File: src/rtl/sensor_uart_pkg.sv
// Shared types and constants for the sensor UART command scheduler.
package sensor_uart_pkg;

  typedef enum logic [2:0] {
    StIdle,
    StDecode,
    StWaitFifo,
    StRstPulse,
    StSend
  } state_e;

  localparam logic [7:0] ACK_BYTE = 8'h06;
  localparam logic [7:0] NAK_BYTE = 8'h15;

  localparam int unsigned DATA_CMD_BASE_DEF = 97;
  localparam int unsigned RST_CMD_BASE_DEF  = 105;

endpackage

File: src/rtl/sensor_uart_timer.sv
// Clearable up-counter with a done flag; times both the FIFO wait and the reset pulse.
module sensor_uart_timer #(
  parameter int unsigned Width = 8
) (
  input  logic             i_clk,
  input  logic             i_rst,
  input  logic             i_clear,
  input  logic             i_en,
  input  logic [Width-1:0] i_target,
  output logic             o_done
);

  logic [Width-1:0] r_count;

  always_ff @(posedge i_clk) begin
    if (i_rst) begin
      r_count <= '0;
    end else if (i_clear) begin
      r_count <= '0;
    end else if (i_en) begin
      r_count <= r_count + 1'b1;
    end
  end

  assign o_done = (r_count == i_target);

endmodule

File: src/rtl/sensor_uart_scheduler.sv
// Decodes UART command bytes into sensor FIFO reads or sensor reset pulses and
// returns one response byte (data, ACK or NAK) per command.
module sensor_uart_scheduler
  import sensor_uart_pkg::*;
#(
  parameter int unsigned DATA_DEPTH       = 8,
  parameter int unsigned NUM_SENSORS      = 8,
  parameter int unsigned DATA_CMD_BASE    = DATA_CMD_BASE_DEF,
  parameter int unsigned RST_CMD_BASE     = RST_CMD_BASE_DEF,
  parameter int unsigned TIMEOUT_CYCLES   = 1000,
  parameter int unsigned RST_PULSE_CYCLES = 4
) (
  input  logic                              i_clk,
  input  logic                              i_rst,
  input  logic [DATA_DEPTH-1:0]             i_rx_data,
  input  logic                              i_rx_valid,
  output logic                              o_rx_ready,
  output logic [DATA_DEPTH-1:0]             o_tx_data,
  output logic                              o_tx_valid,
  input  logic                              i_tx_ready,
  input  logic [NUM_SENSORS-1:0]            i_fifo_valid,
  input  logic [NUM_SENSORS*DATA_DEPTH-1:0] i_fifo_data,
  output logic [NUM_SENSORS-1:0]            o_fifo_pop,
  output logic [NUM_SENSORS-1:0]            o_sensor_rst
);

  localparam int unsigned IdxW   = (NUM_SENSORS > 1) ? $clog2(NUM_SENSORS) : 1;
  localparam int unsigned MaxCnt = (TIMEOUT_CYCLES > RST_PULSE_CYCLES) ?
                                   TIMEOUT_CYCLES : RST_PULSE_CYCLES;
  localparam int unsigned CntW   = $clog2(MaxCnt + 1);

  state_e                  r_state, w_state_next;
  logic [DATA_DEPTH-1:0]   r_rx_byte;
  logic [DATA_DEPTH-1:0]   r_tx_data, w_tx_data_next;
  logic [IdxW-1:0]         r_idx, w_idx_next;
  logic [NUM_SENSORS-1:0]  r_fifo_pop, w_fifo_pop_next;
  logic                    w_rx_ready;
  logic                    w_timer_clear, w_timer_en, w_timer_done;
  logic [CntW-1:0]         w_timer_target;
  logic [31:0]             w_byte_ext;
  logic                    w_in_data, w_in_rst;
  logic                    w_head_valid;
  logic [DATA_DEPTH-1:0]   w_head;
  logic [NUM_SENSORS-1:0]  w_idx_onehot;

  // Unsigned range checks against the command bases; data range wins on overlap.
  assign w_byte_ext = 32'(r_rx_byte);
  assign w_in_data  = (w_byte_ext >= DATA_CMD_BASE) &&
                      (w_byte_ext < DATA_CMD_BASE + NUM_SENSORS);
  assign w_in_rst   = (w_byte_ext >= RST_CMD_BASE) &&
                      (w_byte_ext < RST_CMD_BASE + NUM_SENSORS);

  assign w_head_valid = i_fifo_valid[r_idx];
  assign w_head       = i_fifo_data[int'(r_idx)*DATA_DEPTH +: DATA_DEPTH];
  assign w_idx_onehot = NUM_SENSORS'(1) << r_idx;

  assign w_rx_ready     = (r_state == StIdle) && !i_rst;
  assign w_timer_target = (r_state == StRstPulse) ? CntW'(RST_PULSE_CYCLES - 1) :
                                                    CntW'(TIMEOUT_CYCLES - 1);

  sensor_uart_timer #(
    .Width (CntW)
  ) u_timer (
    .i_clk    (i_clk),
    .i_rst    (i_rst),
    .i_clear  (w_timer_clear),
    .i_en     (w_timer_en),
    .i_target (w_timer_target),
    .o_done   (w_timer_done)
  );

  always_ff @(posedge i_clk) begin
    if (i_rst) begin
      r_state <= StIdle;
    end else begin
      r_state <= w_state_next;
    end
  end

  always_comb begin
    w_state_next    = r_state;
    w_idx_next      = r_idx;
    w_tx_data_next  = r_tx_data;
    w_fifo_pop_next = '0;
    w_timer_clear   = 1'b0;
    w_timer_en      = 1'b0;
    case (r_state)
      StIdle: begin
        if (i_rx_valid && w_rx_ready) w_state_next = StDecode;
      end
      StDecode: begin
        w_timer_clear = 1'b1;
        if (w_in_data) begin
          w_idx_next   = IdxW'(w_byte_ext - DATA_CMD_BASE);
          w_state_next = StWaitFifo;
        end else if (w_in_rst) begin
          w_idx_next   = IdxW'(w_byte_ext - RST_CMD_BASE);
          w_state_next = StRstPulse;
        end else begin
          w_tx_data_next = DATA_DEPTH'(NAK_BYTE);
          w_state_next   = StSend;
        end
      end
      StWaitFifo: begin
        // A FIFO that turns valid on the last wait cycle still takes the data path.
        if (w_head_valid) begin
          w_tx_data_next  = w_head;
          w_fifo_pop_next = w_idx_onehot;
          w_state_next    = StSend;
        end else if (w_timer_done) begin
          w_tx_data_next = DATA_DEPTH'(NAK_BYTE);
          w_state_next   = StSend;
        end else begin
          w_timer_en = 1'b1;
        end
      end
      StRstPulse: begin
        if (w_timer_done) begin
          w_tx_data_next = DATA_DEPTH'(ACK_BYTE);
          w_state_next   = StSend;
        end else begin
          w_timer_en = 1'b1;
        end
      end
      StSend: begin
        if (i_tx_ready) w_state_next = StIdle;
      end
      default: w_state_next = StIdle;
    endcase
  end

  always_ff @(posedge i_clk) begin
    if (i_rst) begin
      r_rx_byte  <= '0;
      r_tx_data  <= '0;
      r_idx      <= '0;
      r_fifo_pop <= '0;
    end else begin
      if (i_rx_valid && w_rx_ready) r_rx_byte <= i_rx_data;
      r_tx_data  <= w_tx_data_next;
      r_idx      <= w_idx_next;
      r_fifo_pop <= w_fifo_pop_next;
    end
  end

  assign o_rx_ready   = w_rx_ready;
  assign o_tx_valid   = (r_state == StSend);
  assign o_tx_data    = r_tx_data;
  assign o_fifo_pop   = r_fifo_pop;
  assign o_sensor_rst = (r_state == StRstPulse) ? w_idx_onehot : '0;

endmodule

File: config.mk
export PLATFORM = sky130hd
export DESIGN_NAME = sensor_uart_scheduler
export DESIGN_NICKNAME = d
export VERILOG_FILES = /design/src/rtl/sensor_uart_pkg.sv /design/src/rtl/sensor_uart_timer.sv /design/src/rtl/sensor_uart_scheduler.sv
export SDC_FILE = /design/constraint.sdc
export NUM_CORES = 1
export LEC_CHECK = 0
export CAP_MARGIN = 0
export CORE_ASPECT_RATIO = 0.75
export CORE_MARGIN = 5
export CORE_UTILIZATION = 46
export CTS_CLUSTER_DIAMETER = 200
export DETAILED_ROUTE_END_ITERATION = 10
export PLACE_DENSITY = 0.83
export SLEW_MARGIN = 10
export SYNTH_ARGS = -nofsm -noshare
export SYNTH_HDL_FRONTEND = slang
export SYNTH_HIERARCHICAL = 1
export SYNTH_SLANG_ARGS = --single-unit
File: constraint.sdc
create_clock -name i_clk -period 3.5 [get_ports i_clk]
set_clock_uncertainty 0.05 [all_clocks]
set_input_delay 0.35 -clock i_clk [delete_from_list [all_inputs] [get_ports i_clk]]
set_output_delay 0.35 -clock i_clk [all_outputs]
set_load 0.02 [all_outputs]
Yosys cells after proc, flatten, opt, wreduce, memory -nomap -nowiden
Index checks and enable logic that the tools add are counted.
{"block": "totals", "regBits": 40, "inputBits": 84, "output_inout_bits": 26, "word_cells": 65}
{"block": "classes", "add_sub_neg": 3, "order_cmp": 5, "eq_ne": 11, "shifts": 2, "n_mux": 23, "bitwise": 2, "reduce_logical": 13}
{"op": "64-bit by 7-bit indexed part select with 8-bit output", "count": 1}
{"op": "8-bit 2-to-1 mux", "count": 6}
{"op": "3-bit 2-to-1 mux", "count": 8}
{"op": "8-bit case mux with 3 select lines", "count": 1}
{"op": "8-bit by 7-bit greater-or-equal comparator with 1-bit output, second input constant", "count": 2}
{"op": "8-bit by 7-bit < comparator with 1-bit output, second input constant", "count": 2}
{"op": "3-bit case mux with 5 select lines", "count": 1}
{"op": "10-bit by 1-bit adder with 10-bit output, second input constant", "count": 1}
{"op": "10-bit == test", "count": 1}
{"op": "10-bit 2-to-1 mux", "count": 1}
{"op": "1-bit by 3-bit << shifter with 8-bit output, first input constant", "count": 1}
{"op": "3-bit by 2-bit == test with 1-bit output, second input constant", "count": 2}
{"op": "2-bit by 1-bit inequality test with 1-bit output, second input constant", "count": 3}
{"op": "3-bit by 1-bit subtractor with 3-bit output, second input constant", "count": 2}
{"op": "5-bit AND reduction", "count": 1}
{"op": "1-bit logical AND", "count": 4}
{"op": "3-bit by 4-bit < comparator with 1-bit output, second input constant", "count": 1}
{"op": "1-bit 2-to-1 mux", "count": 4}
{"op": "2-bit inequality test, second input constant", "count": 2}
{"op": "2-bit AND reduction", "count": 2}
{"op": "1-bit binary-select mux with 3-bit select", "count": 1}
{"op": "3-bit by 1-bit == test with 1-bit output, second input constant", "count": 1}
{"op": "3-bit == test, second input constant", "count": 1}
{"op": "3-bit logical NOT", "count": 1}
{"op": "other kinds (8)", "count": 9}

Logic depth before layout (Yosys ltp)
Gate-level depths: netlist of run 1.
{"block": "logic_depth", "ltp_word": 6, "depth_mapped": 12, "mapped_depth_nobuf": 11}

Cells and area by module
The synthesis of run 1 kept the hierarchy.
{"module": "sensor_uart_scheduler", "instances": 1, "cells_each": 200, "area_each_um2": 1996.9}
{"module": "sensor_uart_timer", "instances": 1, "cells_each": 64, "area_each_um2": 571.8}

Least setup slack after synthesis of run 1
No wires, ideal clock.
{"block": "synth_path", "path_type": "register to register", "startpoint": "register r_state[0]", "endpoint": "register u_timer.r_count[7]", "setup_ps": 70, "t_arrival_ps": 2223, "slack_ps": 1156, "path_stages_with_launch": 13, "cell_sequence": "dfxtp_1 > buf_6 > nand3_2 > xnor2_1 > nand4_1 > nor4_1 > nor2_1 > o31ai_2 > inv_1 > buf_2 > nand4_4 > or4_1 > a21oi_1"}
{"block": "synth_via", "elab_chain_len": 6}
{"element": "start: declaration", "line": "sensor_uart_scheduler.sv:32", "source": "state_e r_state, w_state_next;"}
{"element": "start signal: assignment", "line": "sensor_uart_scheduler.sv:74", "source": "r_state <= StIdle;"}
{"element": "start signal: assignment", "line": "sensor_uart_scheduler.sv:76", "source": "r_state <= w_state_next;"}
{"element": "3-bit by 2-bit == test with 1-bit output *", "line": "sensor_uart_scheduler.sv:58", "source": "assign w_timer_target = (r_state == StRstPulse) ? CntW'(RST_PULSE_CYCLES - 1) :"}
{"element": "10-bit 2-to-1 mux *", "line": "sensor_uart_scheduler.sv:58"}
{"element": "named net w_timer_target[2]", "line": "sensor_uart_scheduler.sv:39", "source": "logic [CntW-1:0] w_timer_target;"}
{"element": "10-bit == test *", "line": "sensor_uart_timer.sv:25", "source": "assign o_done = (r_count == i_target);"}
{"element": "named net w_timer_done", "line": "sensor_uart_scheduler.sv:38", "source": "logic w_timer_clear, w_timer_en, w_timer_done;"}
{"element": "1-bit 2-to-1 mux *", "line": "sensor_uart_scheduler.sv:110, sensor_uart_scheduler.sv:118"}
{"element": "1-bit 2-to-1 mux", "line": "sensor_uart_scheduler.sv:106", "source": "if (w_head_valid) begin"}
{"element": "1-bit case mux with 2 select lines *", "line": "sensor_uart_scheduler.sv:87", "source": "case (r_state)"}
{"element": "named net w_timer_en", "line": "sensor_uart_scheduler.sv:38"}
{"element": "end signal: assignment", "line": "sensor_uart_timer.sv:21", "source": "r_count <= r_count + 1'b1;"}
{"element": "end: declaration", "line": "sensor_uart_timer.sv:13", "source": "logic [Width-1:0] r_count;"}
The timed path passes the listed nets; every way through them passes the cells marked *.
A chain may end at the register's enable or synchronous reset.

Worst setup path after layout of run 1
Ends and elaborated chain as after synthesis.

==> flow_summary.ini, run 1 <==
[critical_path]
path_max_fanout = 12
worst-setup-path-type = flop to flop
crit_path_end_kind = flop
crit_required_ns = 3.66
startpoint_type = flop
arrival_ns = 2.98

[global_route]
grt_max_degree = 28
grt-ovfl-total = 0
grt_pass1_wl_microns = 10800
global_route.usage.total_pct = 19.5
antenna_found_initial = 0
grt_pass1_vias = 2359

[synthesis]
ys_seq_area_share_pct = 31.2
yosys.area.top_type_share_pct = 31.2
synth_top_cell_by_area = dfxtp_1
synth_flop_cell = dfxtp_1
synth.yosys.warnings = 6
syn_area_sq_mm = 0.00257
ys_ff_latch = 40
synthTopCellsByArea = dfxtp_1, mux4_2, mux2i_1
synth_cell_type_count = 60
avgSynthCellArea_sq_um = 9.73
synth_edf_count = 0
ys_async_sr_fraction_pct = 0
syn_inst = 264

[floorplan]
die-area_sq_mm = 0.00719
coreArea_sq_mm = 0.00538
fp.dieH_microns = 74.7
fp-row-count = 23
start_util_pct = 47.7
boundaryPins = 110
die_x_microns = 96.3

[sta]
fin_setup_tns_ns = 0
worst_pin_slew_ns = 0.548
hold_viol_final = 0
slew_headroom_pct = 63.5
period_needed_ns = 2.82
rsz0062_at_grt = no
setup_viol = 0
fmax_mhz = 354
holdWs_ns = 0.421
period_share_pct = 80.6
slew_violations = 0

[final_layout]
utilization_pct = 70.1
nets = 456
area_growth_pct = 46.8
layout-drive-gt1-share_pct = 12.2
layout_common_cells = clkdlybuf4s50_1, dfxtp_1, nor2_1, nand2_1, mux4_2
final_common_cell = clkdlybuf4s50_1
n_antenna_cell = 0

[pwr]
p_sw_uw = 224
leakagePower_uw = 0.00132
p_int_uw = 741
cellPowerDensity_mw_per_mm2 = 256
ir_drop_mv = 0.162
seq_power_share_pct = 49.9
combinationalPowerShare_pct = 21.8
clockPowerShare_pct = 28.4
switching_share_pct = 23.2

[clock_tree]
clk_latency_ns = 0.28
clk_pin_slew_ns = 0.07
postCtsResizedCells = 0
htreeDepth = 2
cts_buffers = 5
cts_tree = built
cts_max_path_buffers = 2
post_cts_buffers = 0
clkSinkCount = 40
cts-root-buf = clkbuf_8
postCtsHoldBufs = 0

[route]
viasPerCell = 5.47
wl_met1_microns = 2890
dr.pass1.iters = 4
drt-total-wl_microns = 6820
wl_met2_microns = 3160
met3WireLength_microns = 693
top_layer_used = met4
via_count = 2430
wl_per_cell_microns = 15.3
antenna_left = 0
drcViolationCount = 0
drtIter0Drc = 157

[placement]
hpwlAfterDp_microns = 5590
gp_congestion = 0.856
port_buffers = 109

[flow_run]
cap_violations = 0

[min_path]
hold_class = flop to flop

[status]
outcome = finished clean
==> Yosys cell counts, drive strengths merged (7+ instances only) <==
cell type / instances
dfxtp: 40
nand2: 21
nor2: 21
mux4: 16
mux2i: 15
inv: 12
buf: 10
nand2b: 10
nor3: 10
a21oi: 9
xnor2: 9
nand4: 7
o31ai: 7
==> final cells by class <==
type,instances,area (sq um)
Multi-Input combinational cell,197,1630
Timing Repair Buffer,113,1120
Tap cell,75,93.8
Clock inverter,1,5.00
Sequential cell,40,801
Inverter,12,45.0
Clock buffer,6,72.6
Fill cell,427,1610
==> power by group through the flow <==
| stage | clock, uW | combinational [uW] | sequential [uW] |
|---|---|---|---|
| after floorplan | 0 | 89.7 | 492 |
| after global placement | 0 | 207 | 491 |
| after detailed placement | 0 | 210 | 491 |
| after CTS | 282 | 211 | 481 |
| after global routing | 304 | 226 | 482 |
| final | 274 | 210 | 481 |
==> path summary, 6_finish.rpt <==
path                                          end  cells past startpoint  slack, ns                      start
setup reg to reg  u_timer/r_count[7]$_SDFFE_PP0P_                     10       0.68    r_state[0]$_SDFFE_PP0P_
hold / removal          o_tx_data[2]$_SDFFE_PP0P_                      1       0.42  o_tx_data[2]$_SDFFE_PP0P_
setup / recovery  u_timer/r_count[7]$_SDFFE_PP0P_                     10       0.68    r_state[0]$_SDFFE_PP0P_
hold reg to reg         o_tx_data[2]$_SDFFE_PP0P_                      1       0.42  o_tx_data[2]$_SDFFE_PP0P_
==> metrics by stage <==
stage          setup WS (ns)  total power (uW)  std cells  area (sq um)
4_1_cts                0.706               973        444          3770
2_1_floorplan           1.16               581        266          2580
3_3_place_gp           0.887               698        437          3690
6_report               0.678               965        444          3770
3_5_place_dp           0.749               701        437          3690
5_1_grt                0.443              1010        444          3770
==> metal layers <==
layer | up-vias | track usage [%]
li1 | 1175 | -
met1 | 1120 | 25.9
met2 | 126 | 31.4
met3 | 9 | 5.49
met4 | 0 | 5.21
met5 | - | 0
==> critical path, stage by stage (launching register included) <==
cell and delay, ns:
dfxtp_1 0.55, nand3_2 0.35, xnor2_1 0.23, nand4_1 0.11, nor4_1 0.06, nor2_1 0.17, o31ai_2 0.12, inv_1 0.24
nand4_4 0.18, or4_1 0.53, a21oi_1 0.15
==> flip-flops by register name (all words and copies together) (netlist names) <==
register / count
r_idx: 3
r_rx_byte: 8
o_tx_data: 8
u_timer/r_count: 10
r_state: 3
o_fifo_pop: 8
==> cell families after synthesis <==
logic type	share of synthesized area (%)
AO/OA/AOI/OAI	13.4
XOR/XNOR	5.11
adder cells (fa/ha/maj)	1.46
buffers and inverters	5.55
flip-flops	31.2
multiplexers	20.8
other	0.292
AND/OR/NAND/NOR	22.3
(Power assumes the default switching activity.)
==> inputs of run 2 (changes only) <==
- CORE_UTILIZATION: 46 -> 43
- PLACE_DENSITY: 0.83 -> 0.78
- clock period: 3.5 -> 2.8 ns (I/O delays scaled with it)
==> flow_summary.ini, run 2 (synthesis gave the netlist of run 1 again) <==
[sta]
slew_headroom_pct = 65.7
hold_viol_final = 0
fin_setup_tns_ns = 0
period_needed_ns = 2.50
slew_violations = 0
period_share_pct = 89.2
setup_viol = 0
worst_pin_slew_ns = 0.515
rsz0062_at_grt = no
fmax_mhz = 400

[clock_tree]
cts_max_path_buffers = 2
post_cts_buffers = 0
htreeDepth = 2
postCtsHoldBufs = 0
cts-root-buf = clkbuf_8
cts_buffers = 5
clk_latency_ns = 0.29
clkSinkCount = 40
cts_tree = built
clk_pin_slew_ns = 0.07
postCtsResizedCells = 0

[critical_path]
crit_path_end_kind = flop
path_max_fanout = 10
arrival_ns = 2.67
critPathBufInv = 1
worstPathCellList = mux2_1 > o2bb2ai_1 > o31ai_2 > inv_2 > nand4_4 > or4_1 > a21oi_1
critPathSlowestCell = dfxtp_1
max_stage_delay_ns = 0.62
crit_family = simple AND/OR/NAND/NOR gates
worst-setup-path-type = flop to flop
crit_required_ns = 2.98
startpoint_type = flop

[final_layout]
largest_reg_flops = 10
layout-drive-gt1-share_pct = 13.4
area_growth_pct = 48.9
final_common_cell = clkdlybuf4s50_1
regMostFlops = u_timer/r_count
n_antenna_cell = 0
nets = 460
fillers = 458
fin_cells = 452
layout_common_cells = clkdlybuf4s50_1, dfxtp_1, nor2_1, nand2_1, mux4_2
final_area_sq_mm = 0.00382

[route]
wl_met2_microns = 3350
antenna_left = 0
drcViolationCount = 0
drtIter0Drc = 99
wl_per_cell_microns = 15.8
top_layer_used = met4
via_count = 2436
wl_met1_microns = 3010
drt-total-wl_microns = 7130
met3WireLength_microns = 676
dr.pass1.iters = 4
viasPerCell = 5.39

[floorplan]
die-area_sq_mm = 0.00764
fp-row-count = 24
fp.dieH_microns = 76.9
start_util_pct = 44.3
coreArea_sq_mm = 0.00580
die_x_microns = 99.2
boundaryPins = 110

[placement]
gp_congestion = 0.820
hpwlAfterDp_microns = 5840
placed_cells_incl_taps = 444
port_buffers = 109
dpl-instance-area_sq_mm = 0.00373

[global_route]
grt_pass1_wl_microns = 11900
grt-ovfl-total = 0
antenna_found_initial = 0
global_route.usage.total_pct = 19.1
grt_max_degree = 28
grt_pass1_vias = 2510

[pwr]
leakagePower_uw = 0.00134
ir_drop_mv = 0.174
cellPowerDensity_mw_per_mm2 = 329
finalPower_uw = 1260

[flow_run]
cap_violations = 0

[min_path]
hold_class = flop to flop

[status]
outcome = finished clean
==> run 2: metal layers <==
layer  up-vias  track usage [%]
met5         -                0
met4         0             5.46
met3        10             6.62
met2       106             31.4
met1      1138             23.6
li1       1182                -
==> run 2: power by group <==
| group | switching [uW] | internal, uW | total (uW) |
|---|---|---|---|
| clock | 190 | 201 | 391 |
| sequential | 14.2 | 586 | 600 |
| combinational | 92.9 | 173 | 266 |
==> run 2: worst paths after layout <==
check             cells past startpoint                 startpoint                               to  slack, ns
setup reg to reg                      7      r_idx[1]$_SDFFE_PP0P_  u_timer/r_count[7]$_SDFFE_PP0P_       0.30
hold / removal                        2  r_rx_byte[6]$_SDFFE_PP0P_        r_rx_byte[6]$_SDFFE_PP0P_       0.43
hold reg to reg                       2  r_rx_byte[6]$_SDFFE_PP0P_        r_rx_byte[6]$_SDFFE_PP0P_       0.43
setup / recovery                      7      r_idx[1]$_SDFFE_PP0P_  u_timer/r_count[7]$_SDFFE_PP0P_       0.30
==> run 2: worst register-to-register path, cell delays in order (launching register included) <==
cell	delay (ns)
dfxtp_1	0.62
mux2_1	0.42
o2bb2ai_1	0.23
o31ai_2	0.13
inv_2	0.15
nand4_4	0.16
or4_1	0.53
a21oi_1	0.14
==> run 2: final cells by class <==
cell class	instances	area, sq um	area share (%)
well taps	78	97.6	2.55
inverters	12	45.0	1.18
repair buffers	117	1150	30.1
multi-input cells	197	1640	42.9
clock buffers	8	90.1	2.36
flip-flops and latches	40	801	20.9
==> run 2: metrics by stage <==
stage	util [%]	worst slack [ns]	hold slack, ns
finish	66.0	0.302	0.433
global route	66.0	0.0908	0.442
CTS	65.9	0.129	0.429
detailed placement	64.3	0.171	0.415
global placement	64.3	0.321	0.412
floorplan	-	0.456	0.329
==> inputs of run 3 (changes only) <==
- HOLD_SLACK_MARGIN: unset -> 0.1
- SKIP_LAST_GASP: unset -> 1
==> results of run 3 <==
No change in the layout: final DEF, timing and power equal those of run 2.
